<file path="config.mk">
export PLATFORM = sky130hd
export DESIGN_NAME = d_pipe_reg
export DESIGN_NICKNAME = d
export VERILOG_FILES = /design/src/rtl/d_pipe_reg.sv
export SDC_FILE = /design/constraint.sdc
export NUM_CORES = 1
export LEC_CHECK = 0
export BUFFER_PORTS_ARGS = -buffer_cell sky130_fd_sc_hd__buf_2
export CAP_MARGIN = 20
export CORE_MARGIN = 5
export CORE_UTILIZATION = 50
export DETAILED_ROUTE_END_ITERATION = 16
export GPL_TIMING_DRIVEN = 1
export PLACE_DENSITY = 0.85
export SETUP_SLACK_MARGIN = 0.15
export SLEW_MARGIN = 20
export SYNTH_ARGS = -nofsm -noshare
export SYNTH_HDL_FRONTEND = slang
export SYNTH_SLANG_ARGS = --single-unit
</file>
<file path="constraint.sdc">
create_clock -name clk -period 2.3 [get_ports clk]
set_clock_uncertainty 0.1 [all_clocks]
set_input_delay 0.345 -clock clk [delete_from_list [all_inputs] [get_ports clk]]
set_output_delay 0.345 -clock clk [all_outputs]
set_load 0.03 [all_outputs]
</file>
<file path="src/rtl/d_pipe_reg.sv">
// Elastic pipeline register: DEPTH stages of WIDTH-bit data, each with a
// valid bit, valid/ready flow control on both ends, same-cycle bubble
// collapsing and a synchronous flush. Stage DEPTH-1 drives the output
// directly, so out_valid/out_data come straight from flops.

// One register stage: holds a word and its valid bit. It loads a new word,
// empties when its word leaves with nothing behind it, or otherwise holds.
module d_pipe_stage #(
    parameter int               WIDTH   = 8,
    parameter logic [WIDTH-1:0] RST_VAL = '0
) (
    input  logic             clk,
    input  logic             rst,
    input  logic             clr,        // flush (or reset) clears the stage
    input  logic             load,       // a word arrives this cycle
    input  logic [WIDTH-1:0] load_data,
    input  logic             vacate,     // the held word moves on this cycle
    output logic             v,
    output logic [WIDTH-1:0] d
);

    logic             v_q, v_d;
    logic [WIDTH-1:0] d_q, d_d;

    // Next-state: clear beats load beats vacate; data is kept when vacating
    // so out_data shows the last word until something replaces it.
    always_comb begin
        v_d = v_q;
        d_d = d_q;
        if (clr) begin
            v_d = 1'b0;
            d_d = RST_VAL;
        end else if (load) begin
            v_d = 1'b1;
            d_d = load_data;
        end else if (vacate) begin
            v_d = 1'b0;
        end
    end

    // Stage flops with synchronous reset.
    always_ff @(posedge clk) begin
        if (rst) begin
            v_q <= 1'b0;
            d_q <= RST_VAL;
        end else begin
            v_q <= v_d;
            d_q <= d_d;
        end
    end

    assign v = v_q;
    assign d = d_q;

endmodule

module d_pipe_reg #(
    parameter int               WIDTH   = 8,
    parameter int               DEPTH   = 4,
    parameter logic [WIDTH-1:0] RST_VAL = '0
) (
    input  logic                       clk,
    input  logic                       rst,
    input  logic                       flush,
    input  logic                       in_valid,
    output logic                       in_ready,
    input  logic [WIDTH-1:0]           in_data,
    output logic                       out_valid,
    input  logic                       out_ready,
    output logic [WIDTH-1:0]           out_data,
    output logic [$clog2(DEPTH+1)-1:0] occupancy
);

    localparam int OCC_W = $clog2(DEPTH + 1);

    logic [DEPTH-1:0]            v;
    logic [DEPTH-1:0][WIDTH-1:0] d;
    logic [DEPTH-1:0]            move;
    logic                        take_c;
    logic                        clr;
    logic                        in_fire;
    logic                        out_fire;
    logic [OCC_W-1:0]            occ_q, occ_d;

    assign clr = rst | flush;

    // Move chain, walked from the output back to the input. take_c says
    // whether the stage downstream of k can accept a word this cycle: the
    // sink's out_ready for the last stage, else "empty or vacating". Any
    // full stage with room ahead advances, so bubbles close in one cycle.
    always_comb begin
        move   = '0;
        take_c = out_ready;
        for (int k = DEPTH - 1; k >= 0; k--) begin
            move[k] = v[k] & take_c;
            take_c  = ~v[k] | move[k];
        end
    end

    // in_ready is combinational through the move chain from out_ready, so a
    // full pipe accepts in the same cycle the sink releases it.
    assign in_ready  = ~rst & ~flush & (~v[0] | move[0]);
    assign in_fire   = in_valid & in_ready;
    assign out_fire  = v[DEPTH-1] & out_ready;
    assign out_valid = v[DEPTH-1];
    assign out_data  = d[DEPTH-1];

    for (genvar g = 0; g < DEPTH; g++) begin : g_stage
        logic             load_s;
        logic [WIDTH-1:0] data_s;
        if (g == 0) begin : g_head
            assign load_s = in_fire;
            assign data_s = in_data;
        end else begin : g_body
            assign load_s = move[g-1];
            assign data_s = d[g-1];
        end
        d_pipe_stage #(
            .WIDTH   (WIDTH),
            .RST_VAL (RST_VAL)
        ) u_stage (
            .clk       (clk),
            .rst       (rst),
            .clr       (clr),
            .load      (load_s),
            .load_data (data_s),
            .vacate    (move[g]),
            .v         (v[g]),
            .d         (d[g])
        );
    end

    // Occupancy tracks accepted minus delivered; a flush empties it even if
    // the output handshake fires in the same cycle.
    always_comb begin
        occ_d = occ_q;
        if (clr) begin
            occ_d = '0;
        end else begin
            occ_d = occ_q + OCC_W'(in_fire) - OCC_W'(out_fire);
        end
    end

    // Occupancy register.
    always_ff @(posedge clk) begin
        if (rst) begin
            occ_q <= '0;
        end else begin
            occ_q <= occ_d;
        end
    end

    assign occupancy = occ_q;

endmodule

</file>
==> results of run 1 <==
==> placed cells by master (no fill, tap or decap), drive strengths merged <==
master,n
a21boi,1
a21oi,12
a41oi,8
and2,2
and4b,1
buf,34
clkbuf,7
clkinvlp,1
dfxtp,39
fa,1
ha,2
inv,4
mux2i,16
nand2,25
nand3,16
nand4,8
nor2,8
nor2b,1
nor4b,8
o211ai,8
o21ai,8
or2,1
or2b,1
xnor2,1
xor2,1
==> cells by family after synthesis <==
logic type | Yosys count | share of synthesized area, %
AND/OR/NAND/NOR | 71 | 21.90
multiplexers | 16 | 8.731
buffers and inverters | 23 | 9.821
XOR/XNOR | 2 | 0.9552
AO/OA/AOI/OAI | 37 | 13.57
flip-flops | 39 | 42.56
adder cells (fa/ha/maj) | 3 | 2.455
==> registers in the layout (all words and copies together), names as in the netlist <==
signal,cells
occupancy,3
g_stage.u_stage.v,4
g_stage.u_stage.d,32
==> what timing repair did <==
action | in CTS | in global routing
hold buffers | 0 | 0
setup endpoints to repair | 0 | 1
gates resized for setup | 0 | 1
==> tightest hold or removal path, cell delays in order <==
cell     delay, ns
buf_2         0.13
a21oi_2       0.04
nor2_2        0.06
==> power breakdown <==
group	internal, mW	switching (mW)
Sequential	0.686	0.00751
Combinational	0.0349	0.0553
Clock	0.272	0.229
==> layer usage <==
metal  wire, microns  vias to the layer above
met1            1640                      628
met3             226                        5
met5               0                        -
li1                -                      730
met4              40                        0
met2            1377                       36
==> metrics by stage <==
stage	instances	hold WS [ns]	instance area, sq um
finish	262	0.2199	2038
global route	262	0.2219	2038
CTS	262	0.2171	2037
detailed placement	254	0.3492	1933
global placement	254	0.3434	1933
floorplan	191	0.3350	1856
==> worst min-delay path by stage <==
stage / slack, ns / end
after floorplan: 0.33 / g_stage[2].u_stage.d[4]
after global placement: 0.34 / g_stage[2].u_stage.d[7]
after detailed placement: 0.35 / g_stage[2].u_stage.d[3]
after CTS: 0.22 / g_stage[0].u_stage.v
after global routing: 0.22 / g_stage[0].u_stage.v
final: 0.22 / g_stage[0].u_stage.v
==> cell type report <==
cell class	count	share of cell area (%)
clock buffers	7	4.727
clock inverters	1	0.3683
inverters	4	0.7366
multi-input cells	129	43.34
flip-flops and latches	39	38.43
well taps	48	2.947
repair buffers	34	9.454
==> out/metrics.cfg, run 1 <==
[timing]
slew_violations = 0
max_freq_mhz = 476.9
hold_viol = 0
fin_tns_setup_ns = 0
worstMarginPinSlew_ns = 0.5515
setup_slack_ns = 0.2030
setup_viol = 0
fin_crit_sh_pct = 91.17
rsz0062_at_grt = yes
slew_headroom_pct = 63.02
period_needed_ns = 2.097

[placed_design]
dp.final_hpwl_microns = 2332
port-buffer-count = 25
dp_slack_ns = -0.02943
routabilityCongestion = 0.7916

[critical_path]
worstPathRequired_ns = 2.38
slowest_stage = dfxtp_2
endpoint = occupancy[2]
crit-reg2reg-launch = g_stage[1].u_stage.v
cp-start-kind = flip-flop
rr_endpoint = occupancy[2]
path_depth = 11
end_kind = flip-flop
worstPathArrival_ns = 2.18
r2r_cells = 11
r2r_setup_slack_ns = 0.20
crit_chain = and4b_4 > a21oi_4 > nand2_1 > ha_1 > inv_1 > ha_1 > inv_1 > fa_2 > xor2_1 > xnor2_1 > nor2_1
cpPeakStageDelay_ns = 0.33
worstSetupPathType = reg2reg
cp_num_buf_inv = 2
critical_path.top_delay_family = adder cells
crit_fanout = 3
startpoint = g_stage[1].u_stage.v

[global_routing]
grt_pass1_vias = 1231
globalRouteMet1Util_pct = 17.68
grt_max_degree = 50
antenna_found_initial = 0
busiest_layer = met2
grt_overflow = 0
met3_usage_pct = 4.403
use_met2_pct = 19.96
grt.total_usage_pct = 13.42
grt_first_pass_wirelength_microns = 5444

[cells_and_area]
multi_input_comb_area_sq_um = 883.3
synthToLayoutAreaGrowth_pct = 11.12
fin_util_pct = 56.52
final_nets = 229
drive_above_1_share_pct = 26.17
fillers = 333
diodes = 0
regArea_sq_um = 783.3

[yosys]
synth-seq-cells = 39
syn_area_sq_um = 1834
synthTopCellsByCount = dfxtp_1, nand2_1, mux2i_1, nand3_1, a21oi_1
synthArstFlopShare_pct = 0
seq_area_frac_synth_pct = 42.56
syn_area_per_cell_sq_um = 9.603
synth_most_common_cell = dfxtp_1
synth_cells = 191
synthesis.nets = 207
synth_area_leaders = dfxtp_1, mux2i_1, nand2_1, nand3_1, a41oi_1
synth_ff_type = dfxtp_1
synth_edf_count = 0
synthDistinctLibCells = 36
ys_warn_count = 0
yosysTopAreaCellShare_pct = 42.56
synth_area_leader_cell = dfxtp_1

[power_and_ir_drop]
p_per_area_nw_per_um2 = 630.3
irDropWorstVdd_v = 0.0004188
leakage_nw = 0.7168
power_mw = 1.285

[routing]
drc = 0
drt_iter0_drc = 73
firstDrtPassIters = 4
ant_nets = 0
wl_per_cell_microns = 12.53
vias = 1399
viasPerCell = 5.340
postRouteWirelength_microns = 3284

[cts]
root_buffer = clkbuf_8
clk_latency_ns = 0.29
cts_buffers = 5
post_cts_buffers = 0
htreeDepth = 2
clock_path_buffers = 2
path_clk_slew_ns = 0.07
clock_sinks = 39
cts_tree = done

[status]
status = finished, final reports clean

[floorplanning]
num_rows = 22
die_w_microns = 70.57
dieArea_sq_um = 4980
ios = 26
start_util_pct = 50.87
die_h_microns = 70.57
coreArea_sq_um = 3606

[worst_hold_path]
hold_depth = 3
hp-start = in_valid
min_path_type = in2reg

[flow_run]
max-cap-violations = 0

(Power assumes the default switching activity.)
==> inputs of run 2 (changes only) <==
--- a/config.mk
+++ b/config.mk
@@ -12,7 +12,7 @@
 export DETAILED_ROUTE_END_ITERATION = 16
 export GPL_TIMING_DRIVEN = 1
 export PLACE_DENSITY = 0.85
-export SETUP_SLACK_MARGIN = 0.15
+export SETUP_SLACK_MARGIN = 0.3
 export SLEW_MARGIN = 20
 export SYNTH_ARGS = -nofsm -noshare
 export SYNTH_HDL_FRONTEND = slang
==> run 2 against run 1 <==
  * Sequential share of layout area decreased by 2.0 points
  * Register-to-register slack got worse by 0.07 ns
  * Routed wire length increased by 13%
  * Global-route usage increased by 1.4 points
  * Final cell count increased by 1.5%
==> out/metrics.cfg, run 2 (synthesis gave the netlist of run 1 again) <==
[worst_hold_path]
hold_end = g_stage[0].u_stage.d[1]
min_path_type = in2reg
hp-start = in_data[1]
hold_depth = 3  ; unchanged

[timing]
fin_tns_setup_ns = 0  ; unchanged
setup_slack_ns = 0.1362  ; -0.06679 ns
period_needed_ns = 2.164  ; +0.06679 ns
rsz0062_at_grt = yes
slew_violations = 0  ; unchanged
fin_crit_sh_pct = 94.08  ; +2.9 points
worstMarginPinSlew_ns = 0.5688  ; +0.01731 ns
hold_viol = 0  ; unchanged
max_freq_mhz = 462.2  ; -3.1%
slew_headroom_pct = 61.86  ; -1.2 points
setup_viol = 0  ; unchanged
timing.hold.ws_ns = 0.2352  ; +0.01523 ns

[critical_path]
crit-reg2reg-launch = g_stage[1].u_stage.v
worstPathRequired_ns = 2.39  ; about the same
worstSetupPathType = reg2reg
r2r_setup_slack_ns = 0.14  ; -0.07 ns
crit_fanout = 2  ; -1
cp-start-kind = flip-flop
rr_endpoint = occupancy[2]
startpoint = g_stage[1].u_stage.v
r2r_cells = 11  ; unchanged
end_kind = flip-flop
worstPathArrival_ns = 2.25  ; +0.07 ns

[routing]
postRouteWirelength_microns = 3695  ; +13%
drc = 0  ; unchanged
wl_per_cell_microns = 13.89  ; +11%
drt_iter0_drc = 66  ; -9.6%
firstDrtPassIters = 4  ; unchanged
vias = 1451  ; +3.7%
viasPerCell = 5.455  ; +2.2%
ant_nets = 0  ; unchanged

[floorplanning]
start_util_pct = 50.87  ; unchanged
coreArea_sq_um = 3606  ; unchanged
ios = 26  ; unchanged
dieArea_sq_um = 4980  ; unchanged
die_w_microns = 70.57  ; unchanged
die_h_microns = 70.57  ; unchanged
num_rows = 22  ; unchanged

[placed_design]
port-buffer-count = 25  ; unchanged
place_area_sq_um = 1953  ; +1.0%
routabilityCongestion = 0.8093  ; +2.2%
dp_slack_ns = -0.07627  ; -0.04684 ns
place_inst = 255  ; +0.39%
dp.final_hpwl_microns = 2403  ; +3.1%

[cells_and_area]
fillers = 317  ; -4.8%
final_common_cell = dfxtp_1
final_nets = 233  ; +1.7%
diodes = 0  ; unchanged
most-common-layout-cells = dfxtp_1, buf_2, nand2_1, nand3_1, mux2i_1
multi_input_comb_area_sq_um = 918.4  ; +4.0%
fin_area_sq_um = 2151  ; +5.5%
largest_reg_flops = 32  ; unchanged
regArea_sq_um = 783.3  ; unchanged
stdcell_count = 266  ; +1.5%
synthToLayoutAreaGrowth_pct = 17.26
drive_above_1_share_pct = 30.28  ; +4.1 points
fin_util_pct = 59.65  ; +3.1 points

[cts]
clk_latency_ns = 0.29  ; about the same
clock_path_buffers = 2  ; unchanged
path_clk_slew_ns = 0.08  ; about the same
cts_tree = done
htreeDepth = 2  ; unchanged
root_buffer = clkbuf_8
clock_sinks = 39  ; unchanged
cts_buffers = 5  ; unchanged

[power_and_ir_drop]
power_mw = 1.470  ; +14%
p_per_area_nw_per_um2 = 683.7  ; +8.5%
irDropWorstVdd_v = 0.0002943  ; -30%
leakage_nw = 0.7513  ; +4.8%
clkPwrFrac_pct = 46.0  ; +7.0 points
p_int_mw = 1.159  ; +17%
combPwrFrac_pct = 6.8  ; -0.2 points
switching_power_uw = 311.1  ; +6.7%
seq_power_share_pct = 47.2  ; -6.8 points
p_sw_share_pct = 21.16  ; -1.5 points

[global_routing]
grt_first_pass_wirelength_microns = 6120  ; +12%
grt_pass1_vias = 1370  ; +11%
antenna_found_initial = 0  ; unchanged
grt.total_usage_pct = 14.78  ; +1.4 points
grt_max_degree = 41  ; -18%
grt_overflow = 0  ; unchanged

[status]
status = finished, final reports clean

[flow_run]
max-cap-violations = 0  ; unchanged

## run 2: how the worst max path moves through the flow
stage                               to  slack [ns]  depth (start not counted)
after floorplan           occupancy[2]       -0.21                         13
after detailed placement  occupancy[2]       -0.08                         12
final                     occupancy[2]        0.14                         11
after CTS                 occupancy[2]        0.15                         11
after global placement    occupancy[2]       0.008                         12
after global routing      occupancy[2]        0.03                         11
## run 2: area by class of cell
| type | instances | share of cell area [%] |
|---|---|---|
| Inverter | 4 | 0.8144 |
| Clock buffer | 5 | 3.200 |
| Multi-Input combinational cell | 129 | 42.70 |
| Timing Repair Buffer | 38 | 10.94 |
| Sequential cell | 39 | 36.42 |
| Clock inverter | 3 | 3.141 |
| Tap cell | 48 | 2.792 |
## run 2: power groups by stage
stage               Combinational [mW]  Sequential [mW]  Clock (mW)
floorplan                       0.0734            0.708           0
detailed placement              0.0940            0.709           0
CTS                             0.0945            0.693       0.688
global placement                0.0917            0.708           0
global route                     0.109            0.695       0.722
finish                          0.0997            0.694       0.677
## run 2: worst max-delay path, stage by stage, from the launching register on
cell	delay (ns)
dfxtp_2	0.33
and4b_4	0.22
a21oi_4	0.16
nand2_2	0.09
ha_4	0.22
inv_4	0.05
ha_4	0.11
inv_2	0.04
fa_2	0.37
xor2_2	0.16
xnor2_1	0.16
nor2_1	0.06
## run 2: metal layers
metal	routed length, microns	global-route usage [%]
met1	1708	19.79
met2	1714	23.70
met3	214	3.693
met4	58	4.384
met5	0	0
## run 2: timing repair
item	CTS	global route
setup buffers	1	2
pin swaps	1	7
hold buffers	0	0
setup endpoints to repair	2	2
gates resized for setup	0	9
==> inputs of run 3 (changes only) <==
--- a/config.mk
+++ b/config.mk
@@ -7,8 +7,10 @@
 export LEC_CHECK = 0
 export BUFFER_PORTS_ARGS = -buffer_cell sky130_fd_sc_hd__buf_2
 export CAP_MARGIN = 20
+export CORE_ASPECT_RATIO = 1.2
 export CORE_MARGIN = 5
 export CORE_UTILIZATION = 50
+export CTS_CLUSTER_SIZE = 20
 export DETAILED_ROUTE_END_ITERATION = 16
 export GPL_TIMING_DRIVEN = 1
 export PLACE_DENSITY = 0.85
==> run 3 against run 2 <==
  * Sequential power about the same
  * Flip-flop and latch count unchanged
  * Count of clock-buffer cells in the layout up 3
  * Utilization down 3.2 points
  * Sequential share of layout area up 2.1 points
  * Critical endpoint unchanged
==> out/metrics.cfg, run 3 (synthesis gave the netlist of run 1 again) <==
[critical_path]
cpPeakStageDelay_ns = 0.32  ; -0.05 ns
cp_num_buf_inv = 2  ; unchanged
critical_path.top_delay_family = adder cells
worstPathRequired_ns = 2.38  ; about the same
crit_chain = and4b_4 > a21oi_4 > nand2_1 > ha_1 > inv_1 > ha_2 > inv_2 > fa_2 > xor2_1 > xnor2_1 > nor2_1
slowest_stage = dfxtp_2
end_kind = flip-flop
path_depth = 11  ; unchanged
crit-reg2reg-launch = g_stage[3].u_stage.v
endpoint = occupancy[2]
startpoint = g_stage[3].u_stage.v
worstPathArrival_ns = 2.21  ; -0.04 ns
rr_endpoint = occupancy[2]
worstSetupPathType = reg2reg
cp-start-kind = flip-flop
crit_fanout = 2  ; unchanged
r2r_setup_slack_ns = 0.18  ; +0.04 ns
r2r_cells = 11  ; unchanged

[global_routing]
grt_overflow = 0  ; unchanged
grt_first_pass_wirelength_microns = 5637  ; -7.9%
antenna_found_initial = 0  ; unchanged
grt_pass1_vias = 1258  ; -8.2%
grt.total_usage_pct = 14.26  ; -0.52 points
grt_max_degree = 50  ; +22%

[routing]
wl_per_cell_microns = 12.90  ; -7.2%
vias = 1368  ; -5.7%
ant_nets = 0  ; unchanged
firstDrtPassIters = 4  ; unchanged
drt_iter0_drc = 40  ; -39%
drc = 0  ; unchanged
postRouteWirelength_microns = 3276  ; -11%
viasPerCell = 5.386  ; -1.3%

[timing]
fin_crit_sh_pct = 92.32  ; -1.8 points
max_freq_mhz = 470.9  ; +1.9%
hold_viol = 0  ; unchanged
slew_violations = 0  ; unchanged
rsz0062_at_grt = yes
period_needed_ns = 2.123  ; -0.04033 ns
fin_tns_setup_ns = 0  ; unchanged
setup_slack_ns = 0.1766  ; +0.04033 ns
setup_viol = 0  ; unchanged
slew_headroom_pct = 62.84  ; +0.98 points
timing.hold.ws_ns = 0.2353  ; +0.0001000 ns
worstMarginPinSlew_ns = 0.5542  ; -0.01463 ns

[cts]
path_clk_slew_ns = 0.07  ; about the same
clock_sinks = 39  ; unchanged
cts_buffers = 5  ; unchanged
clk_latency_ns = 0.29  ; about the same
htreeDepth = 2  ; unchanged
cts_tree = done
cts_hold_buffers = 0  ; unchanged
root_buffer = clkbuf_8
clock_path_buffers = 2  ; unchanged

[cells_and_area]
fin_area_sq_um = 2034  ; -5.4%
final_nets = 230  ; -1.3%
fin_util_pct = 56.46  ; -3.2 points
final_common_cell = dfxtp_1
diodes = 0  ; unchanged
synthToLayoutAreaGrowth_pct = 10.91
most-common-layout-cells = dfxtp_1, nand2_1, buf_2, nand3_1, mux2i_1
drive_above_1_share_pct = 27.44  ; -2.8 points
stdcell_count = 254  ; -4.5%
largest_reg_flops = 32  ; unchanged
fillers = 336  ; +6.0%

[power_and_ir_drop]
p_int_uw = 994.5  ; -14%
switching_power_uw = 285.3  ; -8.3%
irDropWorstVdd_v = 0.0003658  ; +24%
clkPwrFrac_pct = 38.9  ; -7.1 points
leakage_nw = 0.7210  ; -4.0%
p_per_area_nw_per_um2 = 629.0  ; -8.0%
seq_power_share_pct = 54.2  ; +7.0 points
combPwrFrac_pct = 7.0  ; +0.2 points
power_mw = 1.280  ; -13%
p_sw_share_pct = 22.29  ; +1.1 points

[floorplanning]
die_h_microns = 76.35  ; +8.2%
ios = 26  ; unchanged
dieArea_sq_um = 4985  ; about the same
die_w_microns = 65.29  ; -7.5%
coreArea_sq_um = 3603  ; about the same
num_rows = 24  ; +9.1%
start_util_pct = 50.90  ; about the same

[placed_design]
port-buffer-count = 25  ; unchanged
routabilityCongestion = 0.7356  ; -9.1%
dp.final_hpwl_microns = 2305  ; -4.1%
place_area_sq_um = 1922  ; -1.6%
place_inst = 245  ; -3.9%
dp_slack_ns = -0.04578  ; +0.03049 ns

[status]
status = finished, final reports clean

[flow_run]
max-cap-violations = 0  ; unchanged

[worst_hold_path]
min_path_type = in2reg

[run 3: cell types whose count changed in the layout (fill, tap and decap cells not counted), sizes merged]
cell,change
buf,-3
clkinvlp,-1
clkbuf,+3
bufinv,-2
[run 3: metal layers]
layer,GRT usage (%),vias up,share of wire (%)
met5,0,-,0
met4,7.469,0,2.4
met3,4.425,6,4.6
met2,22.39,26,47
met1,17.17,601,46
li1,-,735,-
[run 3: how the worst min path moves through the flow]
| stage | from | to | slack (ns) | cells after the start |
|---|---|---|---|---|
| after floorplan | g_stage[2].u_stage.d[4] | g_stage[2].u_stage.d[4] | 0.33 | 2 |
| after global placement | g_stage[2].u_stage.d[2] | g_stage[2].u_stage.d[2] | 0.34 | 2 |
| after detailed placement | g_stage[2].u_stage.d[3] | g_stage[2].u_stage.d[3] | 0.35 | 2 |
| after CTS | in_data[6] | g_stage[0].u_stage.d[6] | 0.23 | 3 |
| after global routing | in_data[7] | g_stage[0].u_stage.d[7] | 0.24 | 3 |
| final | in_data[6] | g_stage[0].u_stage.d[6] | 0.24 | 3 |
[run 3: area by class of cell]
type	instances	area, sq um	area share (%)
clock buffers	8	100.1	4.920
inverters	4	15.01	0.7380
multi-input cells	129	885.9	43.54
flip-flops and latches	39	784.5	38.56
well taps	39	48.80	2.399
repair buffers	35	200.2	9.840
[run 3: what timing repair did]
action / CTS / global route
resized for setup: 0 / 4
pin swaps: 1 / 2
buffers inserted: 1 / 0
endpoints found under the setup margin: 2 / 2
[run 3: power groups by stage]
stage,sequential (mW),clock (mW),combinational (mW)
floorplan,0.708,0,0.0734
finish,0.693,0.498,0.0892
CTS,0.693,0.514,0.0893
global placement,0.708,0,0.0870
global route,0.694,0.540,0.0984
detailed placement,0.708,0,0.0886
[run 3: tightest hold or removal path, cell delays in order]
cell	delay, ns
buf_2	0.10
nand3_1	0.05
o211ai_1	0.07
